==> src/rtl/nvram_pkg.sv <==
// Shared types and constants for the NVRAM upload (save) path.
package nvram_pkg;

  typedef enum logic [1:0] {
    IDLE,
    FETCH,
    WAIT,
    HOLD
  } nv_state_t;

  localparam logic [7:0] NV_INDEX_DEFAULT = 8'hFF;
  localparam logic [7:0] NV_FILL          = 8'hFF;

endpackage

==> src/rtl/nvram_upload_reader_if.sv <==
// data_io upload signals plus the CMOS RAM read port and core write strobe.
interface nvram_upload_reader_if #(
  parameter int ADDR_W = 8
);
  logic              ioctl_upl;
  logic [7:0]        ioctl_index;
  logic [24:0]       ioctl_addr;
  logic [7:0]        ioctl_din;
  logic              din_valid;
  logic [ADDR_W-1:0] cmos_addr;
  logic              cmos_rd;
  logic [7:0]        cmos_q;
  logic              cpu_cmos_we;
  logic              nvram_dirty;
  logic              upload_busy;
  logic              upload_done;

  modport slave (
    input  ioctl_upl, ioctl_index, ioctl_addr, cmos_q, cpu_cmos_we,
    output ioctl_din, din_valid, cmos_addr, cmos_rd,
           nvram_dirty, upload_busy, upload_done
  );

  modport master (
    output ioctl_upl, ioctl_index, ioctl_addr, cmos_q, cpu_cmos_we,
    input  ioctl_din, din_valid, cmos_addr, cmos_rd,
           nvram_dirty, upload_busy, upload_done
  );
endinterface

==> src/rtl/nvram_dirty_tracker.sv <==
// Dirty flag (set beats clear) and highest-served-address tracking for save completion.
module nvram_dirty_tracker #(
  parameter int ADDR_W   = 8,
  parameter int NV_BYTES = 256
) (
  input  logic              i_clk,
  input  logic              i_rst_n,
  input  logic              i_set,
  input  logic              i_start,
  input  logic              i_serve,
  input  logic [ADDR_W-1:0] i_serve_addr,
  input  logic              i_close,
  output logic              o_dirty,
  output logic              o_done
);
  localparam logic [ADDR_W-1:0] LAST_ADDR = ADDR_W'(NV_BYTES - 1);

  logic [ADDR_W-1:0] r_max_seen;
  logic              r_dirty;
  logic              r_done;
  logic              w_complete;

  assign w_complete = i_close && (r_max_seen == LAST_ADDR);

  always_ff @(posedge i_clk or negedge i_rst_n) begin
    if (!i_rst_n) begin
      r_max_seen <= '0;
      r_dirty    <= 1'b0;
      r_done     <= 1'b0;
    end else begin
      r_done <= w_complete;
      // A CPU write in the completion clock must survive the clear.
      if (i_set)
        r_dirty <= 1'b1;
      else if (w_complete)
        r_dirty <= 1'b0;
      if (i_start)
        r_max_seen <= '0;
      else if (i_serve && (i_serve_addr > r_max_seen))
        r_max_seen <= i_serve_addr;
    end
  end

  assign o_dirty = r_dirty;
  assign o_done  = r_done;

endmodule

==> src/rtl/nvram_upload_reader.sv <==
// Serves CMOS NVRAM bytes to data_io on upload, one fetch per address change.
module nvram_upload_reader
  import nvram_pkg::*;
#(
  parameter logic [7:0] NV_INDEX = NV_INDEX_DEFAULT,
  parameter int         NV_BYTES = 256,
  parameter int         ADDR_W   = 8,
  parameter int         RAM_LAT  = 1
) (
  input logic                  clk_sys,
  input logic                  reset_n,
  nvram_upload_reader_if.slave bus
);
  nv_state_t         r_state;
  logic              r_sel_q;
  logic [ADDR_W-1:0] r_req_addr;
  logic              r_req_over;
  logic [ADDR_W-1:0] r_last_addr;
  logic              r_last_over;
  logic [ADDR_W-1:0] r_cmos_addr;
  logic              r_cmos_rd;
  logic [7:0]        r_din;
  logic              r_din_valid;
  logic [1:0]        r_wait_cnt;

  logic              w_sel;
  logic              w_sel_rise;
  logic              w_sel_fall;
  logic              w_over;
  logic [ADDR_W-1:0] w_addr_lo;
  logic              w_addr_new;
  logic              w_req_match;
  logic              w_start;
  logic              w_abort;
  logic              w_serve;
  logic              w_dirty;
  logic              w_done;

  assign w_sel       = bus.ioctl_upl && (bus.ioctl_index == NV_INDEX);
  assign w_sel_rise  = w_sel && !r_sel_q;
  assign w_sel_fall  = !w_sel && r_sel_q;
  assign w_over      = (bus.ioctl_addr >= 25'(NV_BYTES));
  assign w_addr_lo   = bus.ioctl_addr[ADDR_W-1:0];
  assign w_addr_new  = (w_addr_lo != r_last_addr) || (w_over != r_last_over);
  assign w_req_match = (w_addr_lo == r_req_addr) && (w_over == r_req_over);
  assign w_abort     = (r_state != IDLE) && !w_sel;
  assign w_start     = ((r_state == IDLE) && w_sel_rise) ||
                       ((r_state == HOLD) && w_sel && w_addr_new);
  assign w_serve     = (r_state == WAIT) && (r_wait_cnt == 2'd0) && w_sel;

  always_ff @(posedge clk_sys or negedge reset_n) begin
    if (!reset_n) begin
      r_state     <= IDLE;
      r_sel_q     <= 1'b0;
      r_req_addr  <= '0;
      r_req_over  <= 1'b0;
      r_last_addr <= '0;
      r_last_over <= 1'b0;
      r_cmos_addr <= '0;
      r_cmos_rd   <= 1'b0;
      r_din       <= 8'h00;
      r_din_valid <= 1'b0;
      r_wait_cnt  <= 2'd0;
    end else begin
      r_sel_q <= w_sel;
      if (w_abort) begin
        r_state     <= IDLE;
        r_cmos_rd   <= 1'b0;
        r_din_valid <= 1'b0;
      end else if (w_start) begin
        // The read strobe is issued on entry so FETCH is the strobe clock.
        r_state     <= FETCH;
        r_req_addr  <= w_addr_lo;
        r_req_over  <= w_over;
        r_cmos_rd   <= !w_over;
        r_din_valid <= 1'b0;
        if (!w_over)
          r_cmos_addr <= w_addr_lo;
      end else begin
        case (r_state)
          FETCH: begin
            r_cmos_rd <= 1'b0;
            if (r_req_over) begin
              r_din       <= NV_FILL;
              r_din_valid <= w_req_match;
              r_last_addr <= r_req_addr;
              r_last_over <= 1'b1;
              r_state     <= HOLD;
            end else begin
              r_wait_cnt <= 2'(RAM_LAT - 1);
              r_state    <= WAIT;
            end
          end
          WAIT: begin
            if (r_wait_cnt == 2'd0) begin
              // Withhold valid if the host moved on; HOLD will re-fetch.
              r_din       <= bus.cmos_q;
              r_din_valid <= w_req_match;
              r_last_addr <= r_req_addr;
              r_last_over <= 1'b0;
              r_state     <= HOLD;
            end else begin
              r_wait_cnt <= r_wait_cnt - 2'd1;
            end
          end
          default: ;
        endcase
      end
    end
  end

  nvram_dirty_tracker #(
    .ADDR_W   (ADDR_W),
    .NV_BYTES (NV_BYTES)
  ) u_tracker (
    .i_clk        (clk_sys),
    .i_rst_n      (reset_n),
    .i_set        (bus.cpu_cmos_we),
    .i_start      (w_sel_rise),
    .i_serve      (w_serve),
    .i_serve_addr (r_req_addr),
    .i_close      (w_sel_fall),
    .o_dirty      (w_dirty),
    .o_done       (w_done)
  );

  assign bus.ioctl_din   = r_din;
  assign bus.din_valid   = r_din_valid;
  assign bus.cmos_addr   = r_cmos_addr;
  assign bus.cmos_rd     = r_cmos_rd;
  assign bus.nvram_dirty = w_dirty;
  assign bus.upload_busy = (r_state != IDLE);
  assign bus.upload_done = w_done;

endmodule
==> src/flat_wrapper.sv <==
// flat-port wrapper written by rule: the top's interface ports become plain ports
module nvram_upload_reader_flat import nvram_pkg::*;
#(
  parameter logic [7:0] NV_INDEX = NV_INDEX_DEFAULT,
  parameter int         NV_BYTES = 256,
  parameter int         ADDR_W   = 8,
  parameter int         RAM_LAT  = 1
)
  (clk_sys, reset_n, bus_ioctl_upl, bus_ioctl_index, bus_ioctl_addr, bus_cmos_q, bus_cpu_cmos_we, bus_ioctl_din, bus_din_valid, bus_cmos_addr, bus_cmos_rd, bus_nvram_dirty, bus_upload_busy, bus_upload_done);
  nvram_upload_reader_if #(.ADDR_W(ADDR_W)) bus_i ();
  input logic clk_sys;
  input logic reset_n;
  input wire logic [$bits(bus_i.ioctl_upl)-1:0] bus_ioctl_upl;
  input wire logic [$bits(bus_i.ioctl_index)-1:0] bus_ioctl_index;
  input wire logic [$bits(bus_i.ioctl_addr)-1:0] bus_ioctl_addr;
  input wire logic [$bits(bus_i.cmos_q)-1:0] bus_cmos_q;
  input wire logic [$bits(bus_i.cpu_cmos_we)-1:0] bus_cpu_cmos_we;
  output wire logic [$bits(bus_i.ioctl_din)-1:0] bus_ioctl_din;
  output wire logic [$bits(bus_i.din_valid)-1:0] bus_din_valid;
  output wire logic [$bits(bus_i.cmos_addr)-1:0] bus_cmos_addr;
  output wire logic [$bits(bus_i.cmos_rd)-1:0] bus_cmos_rd;
  output wire logic [$bits(bus_i.nvram_dirty)-1:0] bus_nvram_dirty;
  output wire logic [$bits(bus_i.upload_busy)-1:0] bus_upload_busy;
  output wire logic [$bits(bus_i.upload_done)-1:0] bus_upload_done;
  assign bus_i.ioctl_upl = bus_ioctl_upl;
  assign bus_i.ioctl_index = bus_ioctl_index;
  assign bus_i.ioctl_addr = bus_ioctl_addr;
  assign bus_i.cmos_q = bus_cmos_q;
  assign bus_i.cpu_cmos_we = bus_cpu_cmos_we;
  assign bus_ioctl_din = bus_i.ioctl_din;
  assign bus_din_valid = bus_i.din_valid;
  assign bus_cmos_addr = bus_i.cmos_addr;
  assign bus_cmos_rd = bus_i.cmos_rd;
  assign bus_nvram_dirty = bus_i.nvram_dirty;
  assign bus_upload_busy = bus_i.upload_busy;
  assign bus_upload_done = bus_i.upload_done;
  nvram_upload_reader #(.NV_INDEX(NV_INDEX), .NV_BYTES(NV_BYTES), .ADDR_W(ADDR_W), .RAM_LAT(RAM_LAT)) u_core (.clk_sys(clk_sys), .reset_n(reset_n), .bus(bus_i));
endmodule
==> config.mk <==
export PLATFORM = sky130hd
export DESIGN_NAME = nvram_upload_reader_flat
export DESIGN_NICKNAME = d
export VERILOG_FILES = /design/src/rtl/nvram_pkg.sv /design/src/rtl/nvram_upload_reader_if.sv /design/src/rtl/nvram_dirty_tracker.sv /design/src/rtl/nvram_upload_reader.sv /design/src/flat_wrapper.sv
export SDC_FILE = /design/constraint.sdc
export NUM_CORES = 1
export LEC_CHECK = 0
export CELL_PAD_IN_SITES_DETAIL_PLACEMENT = 0
export CELL_PAD_IN_SITES_GLOBAL_PLACEMENT = 1
export CORE_MARGIN = 2
export CORE_UTILIZATION = 39
export DETAILED_ROUTE_END_ITERATION = 10
export HOLD_SLACK_MARGIN = 0.05
export PLACE_DENSITY_LB_ADDON = 0.1
export SYNTH_ARGS = -nofsm -noshare
export SYNTH_HDL_FRONTEND = slang
export SYNTH_HIERARCHICAL = 1
export SYNTH_SLANG_ARGS = --single-unit
==> constraint.sdc <==
create_clock -name clk_sys -period 2.6 [get_ports clk_sys]
set_input_delay 0.26 -clock clk_sys [delete_from_list [all_inputs] [get_ports clk_sys]]
set_output_delay 0.26 -clock clk_sys [all_outputs]
set_load 0.01 [all_outputs]
# --- After elaboration in Yosys (flattened, before gate mapping) ---
# Cells that the tools add are included.
word_totals:
  register_bits: 51
  rom_bits: 0
  inputBits: 45
  wordCells: 95
  memories: 0
  latchBits: 0
  mem_bits_rw: 0
op_classes:
  reduce_logical: 31
  addsub: 1
  multipliers: 0
  eq_ne: 15
  magnitude_cmp: 2
  shift: 0
  n_div: 0
  muxes: 29
  bitwise: 3
op_table:
  columns: ["operator", "n"]
  rows:
  - ["8-bit two-way mux", 6]
  - ["8-bit one-hot mux with 2 select lines", 2]
  - ["25-bit by 9-bit greater-or-equal comparator with 1-bit output, second input constant", 1]
  - ["8-bit equality test, second input constant", 2]
  - ["1-bit logical AND", 12]
  - ["1-bit two-way mux", 12]
  - ["2-bit two-way mux", 5]
  - ["5-bit AND reduction", 2]
  - ["8-bit equality test", 1]
  - ["8-bit greater-than comparator", 1]
  - ["8-bit != test", 1]
  - ["2-bit one-hot mux with 2 select lines", 2]
  - ["2-bit nonzero test", 4]
  - ["2-bit != test, second input constant", 3]
  - ["3-bit AND reduction", 2]
  - ["2-bit equality test, second input constant", 2]
  - ["2-bit logical NOT", 2]
  - ["4-bit by 1-bit != test with 1-bit output, second input constant", 1]
  - ["4-bit by 2-bit != test with 1-bit output, second input constant", 1]
  - ["1-bit one-hot mux with 2 select lines", 2]
  - ["2-bit AND reduction", 2]
  - ["4-bit nonzero test", 1]
  - ["1-bit logical NOT", 3]
  - ["1-bit inverter", 3]
  - ["7 further kinds", 8]

# --- Longest topological paths before layout ---
# Gate-level depths: netlist of run 1.
logic_depth:
  depth_word: 7
  ltp_mapped: 9
  depth_no_buf: 7

# --- Cells and area by module ---
# The synthesis of run 1 kept the hierarchy.
modules_own_cells:
  columns: ["mod", "n_inst", "area_per_inst_um2", "seq_area_each_um2", "cells_each"]
  rows:
  - ["nvram_upload_reader", 1, 2160.8, 1026.0, 184]
  - ["nvram_dirty_tracker", 1, 699.4, 250.2, 69]

# --- Worst setup path after synthesis of run 1 ---
# Ideal clock, no wire load.
synth_timing:
  path_kind: "input -> register"
  start: "input port bus_ioctl_addr[9]"
  end: "register u_core.r_last_addr[0]"
  setup_slack_ns: 0.514
  cell_stages: 8
  arrival_time_ns: 1.961
  required_time_ns: 2.475
  n_path_buf: 1
  cell_sequence: "nor4_1 > nand4_1 > nor4_4 > mux2_2 > and3_4 > buf_8 > nand3_4 > mux2_2"
synth_between:
  elab_chain_cells: 7
synth_lines:
  columns: ["item", "line", "rtl"]
  rows:
  - ["start: declaration", "flat_wrapper.sv:15", "input wire logic [$bits(bus_i.ioctl_addr)-1:0] bus_ioctl_addr;"]
  - ["25-bit by 9-bit greater-or-equal comparator with 1-bit output", "nvram_upload_reader.sv:42", "assign w_over = (bus.ioctl_addr >= 25'(NV_BYTES));"]
  - ["1-bit != test", "nvram_upload_reader.sv:44", "assign w_addr_new = (w_addr_lo != r_last_addr) || (w_over != r_last_over);"]
  - ["1-bit logical OR", "nvram_upload_reader.sv:44", null]
  - ["1-bit logical AND", "nvram_upload_reader.sv:48", "((r_state == HOLD) && w_sel && w_addr_new);"]
  - ["1-bit logical OR", "nvram_upload_reader.sv:47", "assign w_start = ((r_state == IDLE) && w_sel_rise) ||"]
  - ["1-bit inverter (no line)", null, null]
  - ["5-bit AND reduction (no line)", null, null]
  - ["end signal: assignment", "nvram_upload_reader.sv:86", "r_last_addr <= r_req_addr;"]
  - ["end signal: assignment", "nvram_upload_reader.sv:99", "r_last_addr <= r_req_addr;"]
  - ["end: declaration", "nvram_upload_reader.sv:18", "logic [ADDR_W-1:0] r_last_addr;"]
# No other way between the ends.
# A chain may end at the register's enable or synchronous reset.

# --- Final worst setup path of run 1 ---
layout_timing:
  start: "input port bus_ioctl_addr[22]"
  end: "register u_core.r_last_addr[4]"
# The elaborated chain is that of the path after synthesis.

==> summary.txt, run 1 <==
Place
  • Gpl congestion: 0.751
  • Buffers on Ports: 65
  • Post-DP HPWL: around 4.9 mm
  • Dpl cell area: approximately 3700 um^2

STA
  • Final Setup Violations: 0
  • Fin. Hold Viols: 0
  • Max-slew violations: 0
  • RSZ-0062 raised after global routing: no
  • Post-layout minimum cycle time: 2.26 ns
  • Tcrit/Tclk final: slightly below 90%
  • Final TNS setup: 0 ns
  • Worst slew margin: 64.5%
  • Max frequency: around 440 MHz
  • Least-Margin Pin Slew: about 0.53 ns
  • Min Hold Slack: about 0.43 ns
  • Clk_skew: 0.00838 ns

Detailed routing
  • Drt total wl: ~6.5 mm
  • Initial drt markers: 64
  • Routed len/inst: approximately 15 um
  • Drc violations: 0
  • Vias per std cell: ~5
  • ANT nets after route: 0
  • First-pass iteration count of the detailed router: 4
  • DR vias: ~2,200

Logic synthesis
  • Syn Nets: 311
  • Sequential share of the synthesized area: between 40 and 50%
  • Distinct cells, synth: 47
  • YS warnings: 6
  • Mapped Avg Cell Area: between 10 and 15 um^2
  • Post-Syn Area: 2860 um^2
  • Seq cells post-synth: between 50 and 60
  • EDFF count, synth: 0
  • Asr flop ratio synth: 100%
  • Main synth FF type: dfrtp_1
  • Post-synthesis instance total: around 250

Global routing
  • Vias in the first global route: approximately 2,100
  • Total grt overflow: 0
  • GRT Overall Usage: approximately 17%
  • First-pass GRT wire length: between 10 and 15 mm
  • Initial antenna violation count: 0
  • Largest net degree at the start of global routing: 21

Critical path
  • Critical path peak fanout: 12
  • CP Data Arrival Time: between 2 and 2.5 ns
  • Slowest stage delay, CP: between 0.3 and 0.4 ns
  • Nature of the critical path endpoint: flop
  • CP required: roughly 2.8 ns
  • CP startpoint kind: primary input
  • Critical Path Slowest Stage Cell: clkdlybuf4s50_1
  • Crit path buf inv count: 1
  • Kind of cell adding the most delay to the critical path: simple AND/OR/NAND/NOR gates
  • Crit path cell chain: clkdlybuf4s50_1, nor4_1, nand4_1, nor4_4, mux2_2, and3_4, nand3_4, mux2_2
  • Crit-path most repeated cell: mux2_2
  • Type of the worst setup path: primary input to flop

Floorplanning
  • DIE AREA: ~8000 um^2
  • Die height: 89.6 um
  • Num ports: between 60 and 70
  • Core box area: 7180 um^2
  • Initial Utilization: about two fifths
  • FP Rows: 31
  • Die width: ~90 um

Finish
  • Share of cells above drive strength 1: about 18%
  • Area growth syn-to-layout: 33.7%
  • Design Area, Final: 3820 um^2
  • FF+latch area: 1280 um^2
  • Filler cell count: just under 700
  • Nets: ~400
  • Multi-input logic area: around 1500 um^2
  • ANT cells: 0

Worst hold path
  • Hold Crit Class: primary input to asynchronous set/reset pin

Flow run
  • Max-cap viol count: 0

Clocking
  • Worst skew pair latency: ~0.31 ns
  • CTS buffer count: 5
  • Max clock buf depth: 2
  • CTS tree: done
  • Htree depth: 2
  • CTS root buffer: clkbuf_8
  • Clock transition at the registers of the reported paths: approximately 0.10 ns
  • Post-cts sizing count: 0
  • Sink Count: around 50

Outcome
  • Status: finished, final reports clean

Power
  • Power Dens Cells: about 650 nW/um^2
  • Pleak: 1.70 nW
  • Worst vdd ir: approximately 350 uV
-- power breakdown --
group	switching, mW	total [mW]	internal [mW]
Clock	0.268	0.580	0.312
Combinational	0.449	0.911	0.462
Sequential	0.0909	0.996	0.905
-- through the flow --
stage | worst slack, ns | utilization, % | instances | power, mW
3_5_place_dp | 0.00768 | 51.5 | 424 | 1.93
6_report | 0.339 | 53.3 | 433 | 2.49
2_1_floorplan | 0.514 | - | 253 | 1.57
4_1_cts | 0.321 | 53.3 | 433 | 2.53
3_3_place_gp | 0.0645 | 51.5 | 424 | 1.92
5_1_grt | 0.199 | 53.3 | 433 | 2.65
-- cells in the final DEF, fill, tap and decap left out, types with 8 or more instances in the layout --
cell	count
dfrtp_1	51
nand2b_1	9
inv_1	16
ha_1	13
clkdlybuf4s50_1	64
mux2_2	25
xnor2_1	9
or2b_1	9
a21oi_1	12
nor2_1	9
buf_4	15
xor2_1	8
mux2i_1	12
-- per-layer routing --
metal | track usage (%) | part of all wire [%] | vias to the layer above
met5 | 0 | 0 | -
met4 | 5.29 | 1.2 | 0
met3 | 3.47 | 5.7 | 6
met2 | 26.3 | 44 | 53
met1 | 25.1 | 49 | 1057
li1 | - | - | 1064
-- logic make-up after synthesis --
| kind of cell | count (synthesis) | synth area share (%) |
|---|---|---|
| adder cells (fa/ha/maj) | 13 | 5.69 |
| flip-flops | 51 | 44.6 |
| multiplexers | 37 | 14.0 |
| AO/OA/AOI/OAI | 34 | 8.66 |
| AND/OR/NAND/NOR | 77 | 18.1 |
| buffers and inverters | 24 | 3.67 |
| XOR/XNOR | 17 | 5.21 |
-- what timing repair did --
item | in CTS | in global routing
hold buffers | 1 | 0
setup buffers | 0 | 0
endpoints found under the hold margin | 18 | 0
-- sequential cells by signal (all words and copies together) (netlist names) --
name and flops:
u_core/u_tracker/o_dirty 1, u_core/bus.cmos_rd 1, u_core/r_sel_q 1, u_core/bus.ioctl_din 8, u_core/bus.cmos_addr 8, u_core/u_tracker/r_max_seen 8
u_core/r_req_addr 8, u_core/r_req_over 1, u_core/bus.din_valid 1, u_core/u_tracker/o_done 1, u_core/r_last_over 1, u_core/r_wait_cnt 2
u_core/r_last_addr 8, u_core/r_state 2
-- final timing paths --
check | startpoint | endpoint | slack [ns] | cells past startpoint
min in group clk_sys | u_core/bus.cmos_addr[6] | u_core/bus.cmos_addr[6] | 0.51 | 1
max in group asynchronous | reset_n | u_core/r_state[0] | 1.54 | 3
worst max-delay path | bus_ioctl_addr[22] | u_core/r_last_addr[4] | 0.34 | 8
worst min register to register | u_core/bus.cmos_addr[6] | u_core/bus.cmos_addr[6] | 0.51 | 1
worst max register to register | u_core/r_last_addr[7] | u_core/bus.ioctl_din[5] | 0.46 | 8
worst min-delay path | reset_n | u_core/u_tracker/r_max_seen[5] | 0.43 | 2
-- cells in the mapped netlist, types with 4 or more instances --
library cell,instances,share of area [%]
nand3_1,5,0.87
mux2_2,25,9.8
nand2_1,7,0.92
a311oi_1,7,2.1
xor2_1,8,2.4
and3b_1,7,2.1
nor2b_1,4,0.87
a21oi_1,12,2.1
xnor2_1,9,2.8
nor2_1,9,1.2
ha_1,13,5.7
or2b_1,9,2.4
inv_1,16,2.1
mux2i_1,12,4.2
dfrtp_1,51,45
nand4_1,6,1.3
nand2b_1,9,2.0
nor4_1,7,1.5
-- final cells by class --
class / count / area share [%]
inverters: 16 / 1.57
clock buffers: 6 / 2.16
well taps: 99 / 3.24
multi-input cells: 178 / 38.7
clock inverters: 2 / 0.916
flip-flops and latches: 51 / 33.4
repair buffers: 81 / 20.1
-- worst register-to-register path, delay by kind of cell (launching register included) --
family / cells / cell delay [ns]
flip-flops: 1 / 0.41
AO/OA/AOI/OAI: 2 / 0.35
buffers and inverters: 1 / 0.22
XOR/XNOR: 1 / 0.17
AND/OR/NAND/NOR: 4 / 0.88
Note: power is estimated with default switching activity, not from simulation.
==> run 2: changes to the inputs <==
--- a/config.mk
+++ b/config.mk
@@ -5,6 +5,7 @@
 export SDC_FILE = /design/constraint.sdc
 export NUM_CORES = 1
 export LEC_CHECK = 0
+export ABC_CLOCK_PERIOD_IN_PS = 2600
 export CELL_PAD_IN_SITES_DETAIL_PLACEMENT = 0
 export CELL_PAD_IN_SITES_GLOBAL_PLACEMENT = 1
 export CORE_MARGIN = 2
==> results of run 2 <==
No change in the layout: final DEF, timing and power equal those of run 1.
==> run 3: changes to the inputs <==
--- a/config.mk
+++ b/config.mk
@@ -5,11 +5,12 @@
 export SDC_FILE = /design/constraint.sdc
 export NUM_CORES = 1
 export LEC_CHECK = 0
-export ABC_CLOCK_PERIOD_IN_PS = 2600
+export ABC_CLOCK_PERIOD_IN_PS = 2700
 export CELL_PAD_IN_SITES_DETAIL_PLACEMENT = 0
 export CELL_PAD_IN_SITES_GLOBAL_PLACEMENT = 1
+export CORE_ASPECT_RATIO = 0.9
 export CORE_MARGIN = 2
-export CORE_UTILIZATION = 39
+export CORE_UTILIZATION = 42
 export DETAILED_ROUTE_END_ITERATION = 10
 export HOLD_SLACK_MARGIN = 0.05
 export PLACE_DENSITY_LB_ADDON = 0.1
==> constraint.sdc (replaced) <==
create_clock -name clk_sys -period 2.7 [get_ports clk_sys]
set_input_delay 0.27 -clock clk_sys [delete_from_list [all_inputs] [get_ports clk_sys]]
set_output_delay 0.27 -clock clk_sys [all_outputs]
set_load 0.01 [all_outputs]
==> run 3 against run 2 <==
Compared with the run above: register-to-register slack improved by 0.10 ns; critical path depth is the same; non-clock buffer count increased by 1; first-iteration DRC count rose by 67%; final area shrank 0.13%; highest routed layer unchanged; clock skew down 0.00067 ns.
==> summary.txt, run 3 (synthesis gave the netlist of run 1 again) <==
Critical path
  • Critical Path Slowest Stage Cell: clkdlybuf4s50_1 (unchanged)
  • CP startpoint kind: primary input (unchanged)
  • CP Data Arrival Time: 2.50 ns (was 2.46 ns)
  • Nature of the critical path endpoint: flop (unchanged)
  • Crit path cell chain: clkdlybuf4s50_1, nor4_1, nand4_1, nor4_4, mux2_2, and3_4, nand3_4, mux2_2 (unchanged)
  • Crit-path most repeated cell: mux2_2 (unchanged)
  • Critical path peak fanout: 16 (was 12)
  • Slowest stage delay, CP: 0.41 ns (was 0.39 ns)
  • Type of the worst setup path: primary input to flop (unchanged)
  • CP required: 2.91 ns (was 2.80 ns)

Floorplanning
  • DIE AREA: 7490 um^2 (was 8040 um^2)
  • Core box area: 6590 um^2 (was 7180 um^2)
  • Num ports: 66 (unchanged)
  • FP Rows: 28 (was 31)
  • Die width: 91.0 um (was 89.6 um)
  • Die height: 82.3 um (was 89.6 um)
  • Initial Utilization: 43.4% (was 39.9%)

Clocking
  • # hold bufs at CTS: 1 (unchanged)
  • Post-CTS setup buffer count: 0 (unchanged)
  • CTS root buffer: clkbuf_8 (unchanged)
  • Post-cts sizing count: 0 (unchanged)
  • Clock transition at the registers of the reported paths: 0.10 ns (about the same)
  • Worst skew pair latency: 0.32 ns (was 0.31 ns)
  • Htree depth: 2 (unchanged)
  • CTS buffer count: 5 (unchanged)
  • Sink Count: 51 (unchanged)
  • CTS tree: done (unchanged)
  • Max clock buf depth: 2 (unchanged)

Power
  • Psw: 0.799 mW (was 0.808 mW)
  • Clock power frac: 23.3% (about the same)
  • Sw Share: 33.4% (was 32.5%)
  • Logic gate share of total power: 36.5% (was 36.6%)
  • Power Dens Cells: 626 nW/um^2 (was 650 nW/um^2)
  • Pint: 1.59 mW (was 1.68 mW)
  • Pleak: 1.70 nW (about the same)
  • Worst vdd ir: 514 uV (was 350 uV)
  • Sequential share of power: 40.1% (about the same)

Global routing
  • Largest net degree at the start of global routing: 34 (was 21)
  • Vias in the first global route: 2,169 (was 2,140)
  • Initial antenna violation count: 0 (unchanged)
  • GRT Overall Usage: 17.9% (was 17.4%)
  • Total grt overflow: 0 (unchanged)
  • First-pass GRT wire length: 10.7 mm (was 10.6 mm)

STA
  • Final TNS setup: 0 ns (unchanged)
  • Max frequency: about 440 MHz
  • Final Setup Violations: 0 (unchanged)
  • Worst slew margin: 63.2% (was 64.5%)
  • Clk_skew: 0.00772 ns (was 0.00838 ns)
  • Tcrit/Tclk final: between 80 and 90%
  • Fin. Hold Viols: 0 (unchanged)
  • Max-slew violations: 0 (unchanged)
  • Post-layout minimum cycle time: roughly 2.3 ns
  • RSZ-0062 raised after global routing: no (unchanged)
  • Setup ws final: 0.408 ns (was 0.339 ns)
  • Min Hold Slack: 0.427 ns (was 0.428 ns)
  • Least-Margin Pin Slew: 0.553 ns (was 0.532 ns)

Detailed routing
  • Drc violations: 0 (unchanged)
  • Routed len/inst: 15.2 um (was 15.1 um)
  • Initial drt markers: 107 (was 64)
  • DR vias: 2,173 (was 2,180)
  • Drt total wl: 6.44 mm (was 6.54 mm)
  • First-pass iteration count of the detailed router: 4 (unchanged)
  • Vias per std cell: 5.11 (was 5.03)
  • ANT nets after route: 0 (unchanged)

Finish
  • Filler cell count: 597 (was 682)
  • Commonest non-fill, non-tap cell in the layout: clkdlybuf4s50_1 (unchanged)
  • Multi-input logic area: 1480 um^2 (unchanged)
  • Non-Filler Instances: 425 (was 433)
  • Share of cells above drive strength 1: 18.2% (was 18.0%)
  • FF+latch area: 1280 um^2 (unchanged)
  • Nets: 392 (was 391)
  • Most frequent cells in the layout: clkdlybuf4s50_1 (64), dfrtp_1 (51), mux2_2 (25) (unchanged)
  • ANT cells: 0 (unchanged)
  • Area growth syn-to-layout: 33.6% (was 33.7%)

Flow run
  • Max-cap viol count: 0 (unchanged)

Place
  • Post-DP HPWL: 4.85 mm (was 4.92 mm)
  • Placed cell count: 416 (was 424)
  • Buffers on Ports: 65 (unchanged)
  • Gpl congestion: 0.798 (was 0.751)
  • Worst slack, placed: 0.0765 ns (was 0.00768 ns)

Outcome
  • Status: finished, final reports clean (unchanged)

Worst hold path
  • Hold Crit Class: primary input to asynchronous set/reset pin (unchanged)
-- run 3: cell types whose count changed in the layout (fill, tap and decap cells not counted) --
cell,before,now
buf_4,15,16
clkbuf_8,6,5
clkinv_2,1,0
clkinv_4,0,1
inv_6,0,1
-- run 3: routing by layer --
layer / vias to the layer above / global-route usage [%] / part of all wire (%)
li1: 1074 / - / -
met5: - / 0 / 0
met3: 7 / 4.72 / 5.2
met2: 52 / 27.2 / 42
met4: 0 / 5.30 / 1.1
met1: 1040 / 25.5 / 52
-- run 3: layout make-up --
| class | count | area share (%) |
|---|---|---|
| clock inverters | 3 | 1.24 |
| well taps | 90 | 2.95 |
| clock buffers | 5 | 1.80 |
| inverters | 16 | 1.57 |
| flip-flops and latches | 51 | 33.4 |
| multi-input cells | 178 | 38.7 |
| repair buffers | 82 | 20.3 |
-- run 3: worst max-delay path: cells and delay by family --
kind / cells / cell delay (ns)
AND/OR/NAND/NOR: 5 / 1.10
multiplexers: 2 / 0.72
buffers and inverters: 1 / 0.41
-- run 3: path summary, 6_finish.rpt --
check	startpoint	endpoint	slack [ns]	cells after the start
worst max-delay path	bus_ioctl_addr[15]	u_core/r_last_addr[2]	0.41	8
worst min-delay path	reset_n	u_core/u_tracker/o_dirty	0.43	2
worst max register to register	u_core/r_last_addr[4]	u_core/r_req_addr[7]	0.56	7
worst min register to register	u_core/bus.cmos_addr[7]	u_core/bus.cmos_addr[7]	0.52	1
max in group asynchronous	reset_n	u_core/r_state[1]	1.50	3
min in group clk_sys	u_core/bus.cmos_addr[7]	u_core/bus.cmos_addr[7]	0.52	1
-- run 3: stage by stage --
stage / power [mW] / area, um^2 / util, %
after floorplan: 1.51 / 2860 / -
after global placement: 1.83 / 3690 / 56.1
after detailed placement: 1.85 / 3690 / 56.1
after CTS: 2.42 / 3820 / 58.0
after global routing: 2.54 / 3820 / 58.0
final: 2.39 / 3820 / 58.0
-- run 3: power by group through the flow --
stage                     logic, mW  clock network (mW)  registers [mW]
after floorplan               0.541                   0           0.969
after global placement        0.857                   0           0.971
after detailed placement      0.871                   0           0.975
after CTS                     0.878               0.577           0.960
after global routing          0.957               0.612           0.976
final                         0.873               0.557           0.959
